--- src/rtl/fft1024_pkg.sv ---
// Shared constants for the 1024-point FFT datapath: input word width, butterfly
// output width, and the radix-4 block geometry. Used by the 4:1 input
// deserializer, this radix-4 butterfly and the later FFT stages.
package fft1024_pkg;

  // Signed two's-complement width of each real/imag input word.
  localparam int unsigned WORDLENGTH = 16;
  // A radix-4 butterfly adds four words, so it grows by two bits.
  localparam int unsigned OUTLENGTH  = WORDLENGTH + 2;

  // Complex words per radix-4 block; this is also the minimum accept spacing.
  localparam int unsigned BlockLen   = 4;
  // Width of the down-counter that enforces the accept spacing (counts BlockLen-1..0).
  localparam int unsigned SpaceCntW  = 2;

endpackage

--- src/rtl/r4_bfly_p4s1_if.sv ---
// Block-level bus of the radix-4 butterfly: four parallel complex input words
// with a block strobe, and one serial complex output word with bin index,
// valid and a sticky overrun flag.
//   master : producer/consumer side (drives in_valid and data_in*)
//   slave  : butterfly side (drives data_out*, out_valid, out_index, overrun)
interface r4_bfly_p4s1_if #(
  parameter int unsigned WORDLENGTH = fft1024_pkg::WORDLENGTH
);
  localparam int unsigned OUTLENGTH = WORDLENGTH + 2;

  logic                        in_valid;
  logic signed [WORDLENGTH-1:0] data_in0_re, data_in1_re, data_in2_re, data_in3_re;
  logic signed [WORDLENGTH-1:0] data_in0_im, data_in1_im, data_in2_im, data_in3_im;
  logic signed [OUTLENGTH-1:0]  data_out_re, data_out_im;
  logic                        out_valid;
  logic [1:0]                  out_index;
  logic                        overrun;

  modport master (
    output in_valid,
    output data_in0_re, data_in1_re, data_in2_re, data_in3_re,
    output data_in0_im, data_in1_im, data_in2_im, data_in3_im,
    input  data_out_re, data_out_im, out_valid, out_index, overrun
  );

  modport slave (
    input  in_valid,
    input  data_in0_re, data_in1_re, data_in2_re, data_in3_re,
    input  data_in0_im, data_in1_im, data_in2_im, data_in3_im,
    output data_out_re, data_out_im, out_valid, out_index, overrun
  );

endinterface

--- src/rtl/p4s1_1.sv ---
// 4:1 parallel-to-serial converter for complex words. A load captures four
// words; word 0 appears on the next enabled cycle and words 1..3 follow on the
// three enabled cycles after that, with index_o = 0..3 and valid_o high.
// After the last word the data and index hold their values with valid_o low.
//   clk_i, rst_ni    : clock, asynchronous active-low reset
//   enable_i         : global clock-enable; low holds every register
//   load_i           : capture x_re_i/x_im_i (wins over an ongoing shift)
//   x_re_i, x_im_i   : four parallel complex words
//   data_re_o/_im_o  : serial complex word
//   valid_o, index_o : word qualifier and its position 0..3
module p4s1_1
  import fft1024_pkg::*;
#(
  parameter int unsigned OUTLENGTH = fft1024_pkg::OUTLENGTH
) (
  input  logic                        clk_i,
  input  logic                        rst_ni,
  input  logic                        enable_i,
  input  logic                        load_i,
  input  logic signed [OUTLENGTH-1:0] x_re_i [BlockLen],
  input  logic signed [OUTLENGTH-1:0] x_im_i [BlockLen],
  output logic signed [OUTLENGTH-1:0] data_re_o,
  output logic signed [OUTLENGTH-1:0] data_im_o,
  output logic                        valid_o,
  output logic [1:0]                  index_o
);

  logic signed [OUTLENGTH-1:0] data_re_q, data_re_d, data_im_q, data_im_d;
  // Words still waiting to be shifted out, next one at element 0.
  logic signed [OUTLENGTH-1:0] hold_re_q [BlockLen-1];
  logic signed [OUTLENGTH-1:0] hold_re_d [BlockLen-1];
  logic signed [OUTLENGTH-1:0] hold_im_q [BlockLen-1];
  logic signed [OUTLENGTH-1:0] hold_im_d [BlockLen-1];
  logic [1:0]                  index_q, index_d;
  logic                        valid_q, valid_d;

  always_comb begin
    data_re_d = data_re_q;
    data_im_d = data_im_q;
    hold_re_d = hold_re_q;
    hold_im_d = hold_im_q;
    index_d   = index_q;
    valid_d   = valid_q;
    if (load_i) begin
      data_re_d = x_re_i[0];
      data_im_d = x_im_i[0];
      for (int i = 0; i < BlockLen - 1; i++) begin
        hold_re_d[i] = x_re_i[i+1];
        hold_im_d[i] = x_im_i[i+1];
      end
      index_d = 2'd0;
      valid_d = 1'b1;
    end else if (valid_q) begin
      if (index_q == 2'd3) begin
        // Last word already shown: drop valid, keep data parked on it.
        valid_d = 1'b0;
      end else begin
        data_re_d = hold_re_q[0];
        data_im_d = hold_im_q[0];
        for (int i = 0; i < BlockLen - 2; i++) begin
          hold_re_d[i] = hold_re_q[i+1];
          hold_im_d[i] = hold_im_q[i+1];
        end
        index_d = index_q + 2'd1;
      end
    end
  end

  always_ff @(posedge clk_i or negedge rst_ni) begin
    if (!rst_ni) begin
      data_re_q <= '0;
      data_im_q <= '0;
      hold_re_q <= '{default: '0};
      hold_im_q <= '{default: '0};
      index_q   <= 2'd0;
      valid_q   <= 1'b0;
    end else if (enable_i) begin
      data_re_q <= data_re_d;
      data_im_q <= data_im_d;
      hold_re_q <= hold_re_d;
      hold_im_q <= hold_im_d;
      index_q   <= index_d;
      valid_q   <= valid_d;
    end
  end

  assign data_re_o = data_re_q;
  assign data_im_o = data_im_q;
  assign valid_o   = valid_q;
  assign index_o   = index_q;

endmodule

--- src/rtl/r4_bfly_p4s1.sv ---
// Radix-4 DIT butterfly with serial output. Accepts four parallel complex words
// a,b,c,d as one block, computes X0..X3 exactly (two register stages) and emits
// them one per enabled cycle, three enabled cycles after acceptance.
// Blocks must be spaced at least 4 enabled cycles apart; an early block is
// dropped and latches the sticky overrun flag.
//   clk    : rising-edge clock
//   rst    : asynchronous active-low reset
//   enable : global clock-enable; low holds all state and ignores in_valid
//   bus    : block input / serial output bus (slave side)
module r4_bfly_p4s1
  import fft1024_pkg::*;
#(
  parameter int unsigned WORDLENGTH = fft1024_pkg::WORDLENGTH
) (
  input logic           clk,
  input logic           rst,
  input logic           enable,
  r4_bfly_p4s1_if.slave bus
);

  localparam int unsigned OUTLENGTH = WORDLENGTH + 2;
  localparam int unsigned SumW      = WORDLENGTH + 1;

  // Enabled cycles left before another block may be accepted; 0 = ready.
  logic [SpaceCntW-1:0] space_q, space_d;
  logic                 accept, early;
  logic                 overrun_q;

  // Stage 1: a+c, a-c, b+d, b-d.
  logic                   v1_q;
  logic signed [SumW-1:0] apc_re_q, apc_im_q, amc_re_q, amc_im_q;
  logic signed [SumW-1:0] bpd_re_q, bpd_im_q, bmd_re_q, bmd_im_q;

  // Stage 2: X0..X3.
  logic                        v2_q;
  logic signed [OUTLENGTH-1:0] x_re_d [BlockLen];
  logic signed [OUTLENGTH-1:0] x_im_d [BlockLen];
  logic signed [OUTLENGTH-1:0] x_re_q [BlockLen];
  logic signed [OUTLENGTH-1:0] x_im_q [BlockLen];

  assign accept = enable & bus.in_valid & (space_q == '0);
  assign early  = enable & bus.in_valid & (space_q != '0);

  always_comb begin
    space_d = space_q;
    if (accept) begin
      space_d = SpaceCntW'(BlockLen - 1);
    end else if (space_q != '0) begin
      space_d = space_q - 1'b1;
    end
  end

  always_ff @(posedge clk or negedge rst) begin
    if (!rst) begin
      space_q   <= '0;
      overrun_q <= 1'b0;
    end else if (enable) begin
      space_q <= space_d;
      if (early) overrun_q <= 1'b1;
    end
  end

  always_ff @(posedge clk or negedge rst) begin
    if (!rst) begin
      v1_q     <= 1'b0;
      apc_re_q <= '0;
      apc_im_q <= '0;
      amc_re_q <= '0;
      amc_im_q <= '0;
      bpd_re_q <= '0;
      bpd_im_q <= '0;
      bmd_re_q <= '0;
      bmd_im_q <= '0;
    end else if (enable) begin
      v1_q <= accept;
      // Dropped blocks never reach the sum registers.
      if (accept) begin
        apc_re_q <= SumW'(bus.data_in0_re) + SumW'(bus.data_in2_re);
        apc_im_q <= SumW'(bus.data_in0_im) + SumW'(bus.data_in2_im);
        amc_re_q <= SumW'(bus.data_in0_re) - SumW'(bus.data_in2_re);
        amc_im_q <= SumW'(bus.data_in0_im) - SumW'(bus.data_in2_im);
        bpd_re_q <= SumW'(bus.data_in1_re) + SumW'(bus.data_in3_re);
        bpd_im_q <= SumW'(bus.data_in1_im) + SumW'(bus.data_in3_im);
        bmd_re_q <= SumW'(bus.data_in1_re) - SumW'(bus.data_in3_re);
        bmd_im_q <= SumW'(bus.data_in1_im) - SumW'(bus.data_in3_im);
      end
    end
  end

  // X1 = (a-c) - j(b-d), X3 = (a-c) + j(b-d).
  always_comb begin
    x_re_d[0] = OUTLENGTH'(apc_re_q) + OUTLENGTH'(bpd_re_q);
    x_im_d[0] = OUTLENGTH'(apc_im_q) + OUTLENGTH'(bpd_im_q);
    x_re_d[1] = OUTLENGTH'(amc_re_q) + OUTLENGTH'(bmd_im_q);
    x_im_d[1] = OUTLENGTH'(amc_im_q) - OUTLENGTH'(bmd_re_q);
    x_re_d[2] = OUTLENGTH'(apc_re_q) - OUTLENGTH'(bpd_re_q);
    x_im_d[2] = OUTLENGTH'(apc_im_q) - OUTLENGTH'(bpd_im_q);
    x_re_d[3] = OUTLENGTH'(amc_re_q) - OUTLENGTH'(bmd_im_q);
    x_im_d[3] = OUTLENGTH'(amc_im_q) + OUTLENGTH'(bmd_re_q);
  end

  always_ff @(posedge clk or negedge rst) begin
    if (!rst) begin
      v2_q   <= 1'b0;
      x_re_q <= '{default: '0};
      x_im_q <= '{default: '0};
    end else if (enable) begin
      v2_q <= v1_q;
      if (v1_q) begin
        x_re_q <= x_re_d;
        x_im_q <= x_im_d;
      end
    end
  end

  p4s1_1 #(
    .OUTLENGTH (OUTLENGTH)
  ) u_p4s1_1 (
    .clk_i     (clk),
    .rst_ni    (rst),
    .enable_i  (enable),
    .load_i    (v2_q),
    .x_re_i    (x_re_q),
    .x_im_i    (x_im_q),
    .data_re_o (bus.data_out_re),
    .data_im_o (bus.data_out_im),
    .valid_o   (bus.out_valid),
    .index_o   (bus.out_index)
  );

  assign bus.overrun = overrun_q;

endmodule

--- src/flat_wrapper.sv ---
// flat-port wrapper written by rule: the top's interface ports become plain ports
module r4_bfly_p4s1_flat import fft1024_pkg::*;
#(
  parameter int unsigned WORDLENGTH = fft1024_pkg::WORDLENGTH
)
  (clk, rst, enable, bus_in_valid, bus_data_in0_re, bus_data_in1_re, bus_data_in2_re, bus_data_in3_re, bus_data_in0_im, bus_data_in1_im, bus_data_in2_im, bus_data_in3_im, bus_data_out_re, bus_data_out_im, bus_out_valid, bus_out_index, bus_overrun);
  r4_bfly_p4s1_if #(.WORDLENGTH(WORDLENGTH)) bus_i ();
  input logic clk;
  input logic rst;
  input logic enable;
  input wire logic [$bits(bus_i.in_valid)-1:0] bus_in_valid;
  input wire logic [$bits(bus_i.data_in0_re)-1:0] bus_data_in0_re;
  input wire logic [$bits(bus_i.data_in1_re)-1:0] bus_data_in1_re;
  input wire logic [$bits(bus_i.data_in2_re)-1:0] bus_data_in2_re;
  input wire logic [$bits(bus_i.data_in3_re)-1:0] bus_data_in3_re;
  input wire logic [$bits(bus_i.data_in0_im)-1:0] bus_data_in0_im;
  input wire logic [$bits(bus_i.data_in1_im)-1:0] bus_data_in1_im;
  input wire logic [$bits(bus_i.data_in2_im)-1:0] bus_data_in2_im;
  input wire logic [$bits(bus_i.data_in3_im)-1:0] bus_data_in3_im;
  output wire logic [$bits(bus_i.data_out_re)-1:0] bus_data_out_re;
  output wire logic [$bits(bus_i.data_out_im)-1:0] bus_data_out_im;
  output wire logic [$bits(bus_i.out_valid)-1:0] bus_out_valid;
  output wire logic [$bits(bus_i.out_index)-1:0] bus_out_index;
  output wire logic [$bits(bus_i.overrun)-1:0] bus_overrun;
  assign bus_i.in_valid = bus_in_valid;
  assign bus_i.data_in0_re = bus_data_in0_re;
  assign bus_i.data_in1_re = bus_data_in1_re;
  assign bus_i.data_in2_re = bus_data_in2_re;
  assign bus_i.data_in3_re = bus_data_in3_re;
  assign bus_i.data_in0_im = bus_data_in0_im;
  assign bus_i.data_in1_im = bus_data_in1_im;
  assign bus_i.data_in2_im = bus_data_in2_im;
  assign bus_i.data_in3_im = bus_data_in3_im;
  assign bus_data_out_re = bus_i.data_out_re;
  assign bus_data_out_im = bus_i.data_out_im;
  assign bus_out_valid = bus_i.out_valid;
  assign bus_out_index = bus_i.out_index;
  assign bus_overrun = bus_i.overrun;
  r4_bfly_p4s1 #(.WORDLENGTH(WORDLENGTH)) u_core (.clk(clk), .rst(rst), .enable(enable), .bus(bus_i));
endmodule
--- config.mk ---
export PLATFORM = sky130hd
export DESIGN_NAME = r4_bfly_p4s1_flat
export DESIGN_NICKNAME = d
export VERILOG_FILES = /design/src/rtl/fft1024_pkg.sv /design/src/rtl/r4_bfly_p4s1_if.sv /design/src/rtl/p4s1_1.sv /design/src/rtl/r4_bfly_p4s1.sv /design/src/flat_wrapper.sv
export SDC_FILE = /design/constraint.sdc
export NUM_CORES = 1
export LEC_CHECK = 0
export ABC_AREA = 1
export CELL_PAD_IN_SITES_DETAIL_PLACEMENT = 2
export CELL_PAD_IN_SITES_GLOBAL_PLACEMENT = 2
export CORE_UTILIZATION = 36
export CTS_BUF_LIST = sky130_fd_sc_hd__clkbuf_4 sky130_fd_sc_hd__clkbuf_8
export DETAILED_ROUTE_END_ITERATION = 7
export GPL_TIMING_DRIVEN = 0
export PLACE_DENSITY = 0.93
export SYNTH_ARGS = -nofsm -noshare
export SYNTH_HDL_FRONTEND = slang
export SYNTH_SLANG_ARGS = --single-unit
--- constraint.sdc ---
create_clock -name clk -period 2.8 [get_ports clk]
set_input_delay 0.28 -clock clk [delete_from_list [all_inputs] [get_ports clk]]
set_output_delay 0.28 -clock clk [all_outputs]
set_load 0.02 [all_outputs]
Word-level counts from Yosys, hierarchy flattened. Index checks and enable logic that the tools add are counted.

Logic and storage cells: 83. Register bits: 432. Bits of input ports: 132. Output and inout bits: 40.

Muxes and demuxes: 20. $add $sub $neg: 18. Bitwise logic cells: 3. Reductions and logical operators: 10. Eq/ne operators: 2.

Operators with widths (count): two-way mux 36 bit (6); two-way mux 18 bit (6); adder 17 x 17 -> 18 bit (4); subtractor 17 x 17 -> 18 bit (4); adder 16 x 16 -> 17 bit (4); subtractor 16 x 16 -> 17 bit (4); two-way mux 2 bit (5); AND reduction 2 bit (5); nonzero test 2 bit (3); AND 1 bit (3); two-way mux 1 bit (3); AND reduction 3 bit (1); adder 2 x 1 -> 2 bit, second input constant (1); == test 2 bit, second input constant (1); logical NOT 2 bit (1); inequality test 2 x 1 -> 1 bit, second input constant (1); subtractor 2 x 1 -> 2 bit, second input constant (1).

Longest topological paths before layout. Gate-level depths: netlist of the first run.

Word-level depth: 4. Mapped depth: 16. Mapped depth without buffers: 15.

By module. Synthesis of the first run repeated with hierarchy kept, for this count alone.

Cell total of the unflattened synthesis: 4706. Area, all modules: 32070.8 um^2.

By module, submodules not included: r4_bfly_p4s1 (cells an instance 3752, times used 1, seq. area each 6931.6 um^2, area an instance 25007.7 um^2); p4s1_1 (cells an instance 954, times used 1, seq. area each 3678.5 um^2, area an instance 7063.0 um^2).

Least setup slack after synthesis of the first run. OpenSTA, ideal clock, no wires.

Path kind: register to register. Start point: register u_core.bmd_im_q[0]. End point: register u_core.x_re_q[48] (netlist bit). Arrival: 1.790 ns. Stages on the path, launching flop included: 14. Required time: 2.682 ns. Setup slack: 0.892 ns. Path buffers: 0. Cells stage by stage: dfrtp_1 ha_1 inv_1 fa_1 inv_1 nand2_1 a21oi_1 nand3_1 nand2_1 nand3_1 nand2_1 nand2_1 nand3_1 nand2_1.

Cells in the longest elaborated chain, start to end: 1.

RTL lines: start, declared (RTL line r4_bfly_p4s1.sv:32) `logic signed [SumW-1:0] bpd_re_q, bpd_im_q, bmd_re_q, bmd_im_q;`; start signal, assigned (RTL line r4_bfly_p4s1.sv:85) `bmd_im_q <= SumW'(bus.data_in1_im) - SumW'(bus.data_in3_im);`; adder 17 x 17 -> 18 bit (RTL line r4_bfly_p4s1.sv:94) `x_re_d[1] = OUTLENGTH'(amc_re_q) + OUTLENGTH'(bmd_im_q);`; end signal, assigned (RTL line r4_bfly_p4s1.sv:110) `x_re_q <= x_re_d;`; end, declared (RTL line r4_bfly_p4s1.sv:38) `logic signed [OUTLENGTH-1:0] x_re_q [BlockLen];`.

Every way passes these cells. A chain may end at the register's enable or synchronous reset.

Worst setup path in the final report of the first run.
Start point: register u_core.amc_re_q[8]. End point: register u_core.x_re_q[53] (netlist bit).

Cells in the longest elaborated chain, start to end: 1.

RTL lines: start, declared (RTL line r4_bfly_p4s1.sv:31) `logic signed [SumW-1:0] apc_re_q, apc_im_q, amc_re_q, amc_im_q;`; start signal, assigned (RTL line r4_bfly_p4s1.sv:80) `amc_re_q <= SumW'(bus.data_in0_re) - SumW'(bus.data_in2_re);`; adder 17 x 17 -> 18 bit (RTL line r4_bfly_p4s1.sv:94).

Every way passes these cells.

==> results.toml, run 1 <==
[die]
dieHeight_um = 295
initial_core_util_pct = 36.6
rows = 106
design.core.area_um2 = 84200
ios = 172
die_w_um = 295
dieArea_um2 = 86800

[clocking]
clock_path_buffers = 3
cts_max_level = 3
clockRootBuffer = "clkbuf_8"
clk_latency_ns = 0.77
clk_pin_slew_worst_paths_ns = 0.08
cts.sinks = 424
cts_buffers = 80
cts_tree = "done"

[global_routing]
grt_usage_pct = 38.2
antenna_found_initial = 7
grt_pass1_vias = 38919
grt_pass1_wl_um = 250000
grt_max_degree = 120
grt-ovfl-total = 0

[final_layout]
drive_gt1_share_pct = 6.07
utilization_pct = 42.6
final_cells = 5936
final_cell_area_um2 = 35900
area_growth_pct = 16.4
fillCellCount = 9877
nNetsFinal = 5151

[routing]
drc_errors = 0
via_per_inst = 5.83
drtAntennaViolNets = 0
vias = 34614
wire_per_inst_um = 27.8
wl_um = 165000
drtIter0Drc = 2538
firstDrtPassIters = 5

[synth]
ys_types = 38
yosys_warnings = 0
synth_fp_nets = 4893
seq_area_frac_synth_pct = 34.4
syn_inst = 4479
syn_avg_cell_area_um2 = 6.89
synthFlopType = "dfrtp_1"
syn-cell-area_um2 = 30800
synth_area_leaders = "dfrtp_1 34%, nand2_1 17%, ha_1 11%, inv_1 6.4%, nand3_1 6.3%"
postSynth.asyncResetShare_pct = 100
synth_top_area_share_pct = 34.4
synth_edf_count = 0
ys_seq_elements = 424
synth_most_common_cell = "nand2_1"
yosys-top-cells-count = "1428 x nand2_1, 525 x inv_1, 424 x dfrtp_1"
yosys.area.top_type = "dfrtp_1"

[min_path]
min_path_type = "in2async"

[sta]
clock.fmax_mhz = 359
hold_viol = 0
period_minus_slack_ns = 2.79
tightestPinTransition_ns = 1.14
skew_ns = 0.0749
setup_viol = 0
period_share_pct = 99.6
slew_headroom_pct = 24.3
slew_violations = 0

[placement]
post_dp_cell_area_um2 = 34100
place_congestion = 0.958
place_hpwl_um = 121000
portBuffers = 170
dp_cells = 5786

[power_and_ir_drop]
powerDensity_nw_per_um2 = 1310
p_leak_nw = 18.7
peakVddDrop_mv = 0.432
totalPowerFinal_mw = 46.9

[critical_path]
cp-startpoint = "u_core.amc_re_q[8]"
crit_type = "reg2reg"
start_kind = "register"
cp.required_ns = 3.45
end_kind = "register"
crit_path_max_fanout = 6
rr_startpoint = "u_core.amc_re_q[8]"
cp.arrival_ns = 3.43

[flow_run]
cap_violations = 0

[status]
status = "finished clean"
## stage by stage
step                TNS (ns)  setup WS [ns]  hold WS [ns]
global placement    -7325.13         -17.34         0.449
global route         -0.0432        -0.0432         0.303
finish                     0         0.0113         0.238
detailed placement     -6.81         -0.446         0.420
floorplan                  0          0.892       -0.0156
CTS                        0        0.00106         0.248
## state kept, by name, indices dropped and copies added (netlist names)
register,flops
u_core.amc_im_q,17
u_core.amc_re_q,17
u_core.apc_im_q,16
u_core.apc_re_q,16
u_core.bmd_im_q,17
u_core.bmd_re_q,17
u_core.bpd_im_q,16
u_core.bpd_re_q,16
u_core.bus.overrun,1
u_core.space_q,2
u_core.u_p4s1_1.data_im_o,18
u_core.u_p4s1_1.data_re_o,18
u_core.u_p4s1_1.hold_im_q,54
u_core.u_p4s1_1.hold_re_q,54
u_core.u_p4s1_1.index_o,2
u_core.u_p4s1_1.valid_o,1
u_core.v1_q,1
u_core.v2_q,1
u_core.x_im_q,70
u_core.x_re_q,70
## power by group
group	total (mW)	switching, mW	internal [mW]
Combinational	27.3	19.7	7.68
Clock	7.16	3.34	3.82
Sequential	12.4	3.38	9.06
Total	46.9	26.4	20.6
## worst max-delay path, stage by stage (launching register included)
cell	delay [ns]
dfrtp_1	0.48
ha_1	0.50
inv_1	0.19
a21oi_1	0.42
a21boi_0	0.29
nand2_1	0.19
nand2_1	0.14
nand2_1	0.06
nand2_1	0.05
nand3_1	0.22
nand2_1	0.16
## final cells by class
cell class,count,area (um2),share of cell area [%]
sequential,424,10600,29.6
tap,1134,1420,3.95
multi-input combinational,3333,17400,48.5
buffer,191,886,2.47
clock inverter,21,224,0.624
clock buffer,121,1540,4.29
antenna,5,12.5,0.0348
inverter,531,1990,5.55
timing repair buffer,176,1820,5.06
## cell usage in the layout (no fill, tap or decap), types with 4 or more instances in the layout
master           instances
nor2_1                 396
nand4_1                 19
or2_2                   10
clkbuf_8               101
diode_2                  5
o21a_1                  10
dfrtp_1                421
nor3_1                  42
clkdlybuf4s50_1        169
a31oi_1                111
o21ai_0                219
clkbuf_4                20
inv_1                  525
fa_1                    16
nand3_1                388
buf_1                    9
o21bai_1                53
o22ai_1                 26
buf_4                   12
a21boi_0                 9
xor2_1                  59
clkinv_2                11
o21ai_1                 12
clkbuf_2                 5
nor4_1                   9
nand3b_1                 4
nand2_1               1423
nand2_2                  6
clkbuf_1                69
a21oi_1                214
ha_1                   265
buf_2                   97
a21o_1                  13
and2_1                  10
## layer usage
metal  track usage [%]  routed length, um  up-vias
met5                 0                 26        -
met4              24.8              11800        4
met3              6.51              10400      597
met2              65.5              79700     1494
met1              43.7              63200    17671
li1                  -                  -    14848
## kinds of logic after synthesis
| family | count (synthesis) | synth area share, % |
|---|---|---|
| AOI/OAI and AO/OA | 676 | 12.3 |
| xor gates and xnor gates | 62 | 1.76 |
| adders and majority gates | 282 | 11.8 |
| buffers and inverters | 722 | 9.32 |
| DFF | 424 | 34.4 |
| and+or+nand+nor | 2313 | 30.4 |
## timing repair
| action | in CTS | in global routing |
|---|---|---|
| pin swaps | 1 | 1 |
| hold endpoints to repair | 119 | 0 |
| hold buffers | 2 | 0 |
| setup buffers | 0 | 1 |
| endpoints found under the setup margin | 27 | 16 |
| gates resized for setup | 8 | 14 |
## path summary, 6_finish.rpt
| path | end | slack, ns | cells past startpoint |
|---|---|---|---|
| max | u_core.x_re_q[53] | 0.01 | 10 |
| min | u_core.u_p4s1_1.hold_im_q[15] | 0.24 | 2 |
| max reg2reg | u_core.x_re_q[53] | 0.01 | 10 |
| min reg2reg | u_core.bus.overrun | 0.50 | 1 |
| max in group asynchronous | u_core.amc_re_q[0] | 0.72 | 4 |
| min in group clk | u_core.bus.overrun | 0.27 | 3 |
Power figures use the tool's default switching activity.
==> run 2: changes to the inputs <==
Settings changed: CORE_ASPECT_RATIO set to 2.
==> run 2 against run 1 <==
Effect of this change:
- via count decreased by 3.8%
- register-to-register slack about the same
- clock skew decreased by 0.019 ns
- core utilization decreased by 0.79 points
- sequential share of layout area increased by 0.34 points
- critical endpoint unchanged
- largest power group unchanged
==> results.toml, run 2 (synthesis results as in run 1) <==
[status]
status = "finished clean"

[clocking]
cts_tree = "done"
clockRootBuffer = "clkbuf_8"
cts.sinks = 424
cts_buffers = 67
clk_pin_slew_worst_paths_ns = 0.07
cts_max_level = 3
clock_path_buffers = 3
clk_latency_ns = 0.77
postCtsSetupRepairBufs = 0

[global_routing]
grt_usage_pct = 36.3
grt_max_degree = 126
grt-ovfl-total = 0
grt_pass1_wl_um = 237000
antenna_found_initial = 2
grt_pass1_vias = 38843

[critical_path]
cp.required_ns = 3.44
crit_type = "reg2reg"
rr_startpoint = "u_core.amc_re_q[8]"
start_kind = "register"
cp-startpoint = "u_core.amc_re_q[8]"
crit_path_max_fanout = 6
end_kind = "register"
cp.arrival_ns = 3.44

[placement]
pre_cts_ws_ns = -0.441
dp_cells = 5723
place_hpwl_um = 122000
portBuffers = 170
post_dp_cell_area_um2 = 34000
place_congestion = 0.945

[final_layout]
drive_gt1_share_pct = 5.49
final_cells = 5846
top_regs = "u_core.x_im_q x70, u_core.x_re_q x70"
fillCellCount = 10094
utilization_pct = 41.8
final_cell_area_um2 = 35500
mostFrequentLayoutCells = "1425 x nand2_1, 525 x inv_1, 421 x dfrtp_1"
area_growth_pct = 15.1
nNetsFinal = 5137
final_common_cell = "nand2_1"

[routing]
vias = 33282
wire_per_inst_um = 26.9
drtAntennaViolNets = 0
via_per_inst = 5.69
drtIter0Drc = 1539
wl_um = 157000
drc_errors = 0
firstDrtPassIters = 5

[sta]
clock.fmax_mhz = 358
slew_headroom_pct = 16.8
slew_violations = 0
tightestPinTransition_ns = 1.25
final.setup.tns_ns = 0
setup_viol = 0
period_minus_slack_ns = 2.80
skew_ns = 0.0556
fin_hold_ws_ns = 0.141
period_share_pct = 99.9
hold_viol = 0
rsz0062_at_grt = "false"
postLayoutSetupSlackWorst_ns = 0.00361

[power_and_ir_drop]
powerDensity_nw_per_um2 = 1240
peakVddDrop_mv = 0.409
p_leak_nw = 18.5
totalPowerFinal_mw = 44.0

[die]
die_w_um = 209
ios = 172
dieArea_um2 = 86900
rows = 151
initial_core_util_pct = 36.4
design.core.area_um2 = 84800
dieHeight_um = 416

[min_path]
min_path_type = "in2async"

[flow_run]
cap_violations = 0
==> run 2: cell count changes in the layout (fill, tap and decap cells not counted), moves of 3 or more <==
cell      change
clkbuf_4      -7
clkbuf_8     -16
o21ai_0       +4
o21ai_1       -3
buf_2         -4
==> run 2: cell type report <==
type / instances / area (um2) / area share (%)
antenna: 3 / 7.51 / 0.0211
buffer: 191 / 900 / 2.53
clock buffer: 97 / 1260 / 3.55
clock inverter: 21 / 186 / 0.525
inverter: 531 / 1990 / 5.62
multi-input combinational: 3333 / 17400 / 49.0
sequential: 424 / 10600 / 29.9
tap: 1071 / 1340 / 3.78
timing repair buffer: 175 / 1810 / 5.10
==> run 2: repair_timing <==
item / 4_1_cts / 5_1_grt
hold buffers: 2 / 0
hold endpoints to repair: 102 / 0
endpoints found under the setup margin: 36 / 14
pin swaps: 0 / 1
resized for setup: 9 / 12
==> run 2: critical path, stage by stage, from the launching register on <==
cell and delay [ns]:
dfrtp_1 0.47, ha_1 0.43, inv_1 0.15, a21oi_1 0.36, a21boi_0 0.26, nand2_1 0.23
nand2_1 0.14, nand2_1 0.06, nand2_1 0.05, nand3_1 0.31, nand2_1 0.22
==> run 2: worst paths after layout <==
| check | end | slack, ns | cells after the start |
|---|---|---|---|
| worst max-delay path | u_core.x_re_q[53] | 0.004 | 10 |
| worst min-delay path | u_core.amc_re_q[15] | 0.14 | 2 |
| worst max register to register | u_core.x_re_q[53] | 0.004 | 10 |
| worst min register to register | u_core.bus.overrun | 0.47 | 1 |
| max in group asynchronous | u_core.u_p4s1_1.hold_im_q[34] | 1.33 | 3 |
| min in group clk | u_core.bus.overrun | 0.18 | 3 |
==> run 2: per-layer routing <==
metal / global-route usage, % / vias to the layer above / wire length, um
met2: 66.6 / 1067 / 81400
met5: 0 / - / 0
met4: 35.5 / 0 / 17300
li1: - / 14811 / -
met1: 33.8 / 16758 / 52800
met3: 4.93 / 646 / 5430
==> run 2: report_power, final <==
group / internal, mW / total, mW / switching (mW) / leakage [nW]
Sequential: 9.06 / 11.9 / 2.83 / 5.14
Combinational: 7.61 / 25.9 / 18.3 / 12.6
Clock: 3.11 / 6.16 / 3.05 / 0.758
==> run 3: changes to the inputs <==
Settings changed: CTS_CLUSTER_SIZE set to 10.
==> results of run 3 <==
No change in the layout: final DEF, timing and power equal those of run 2.
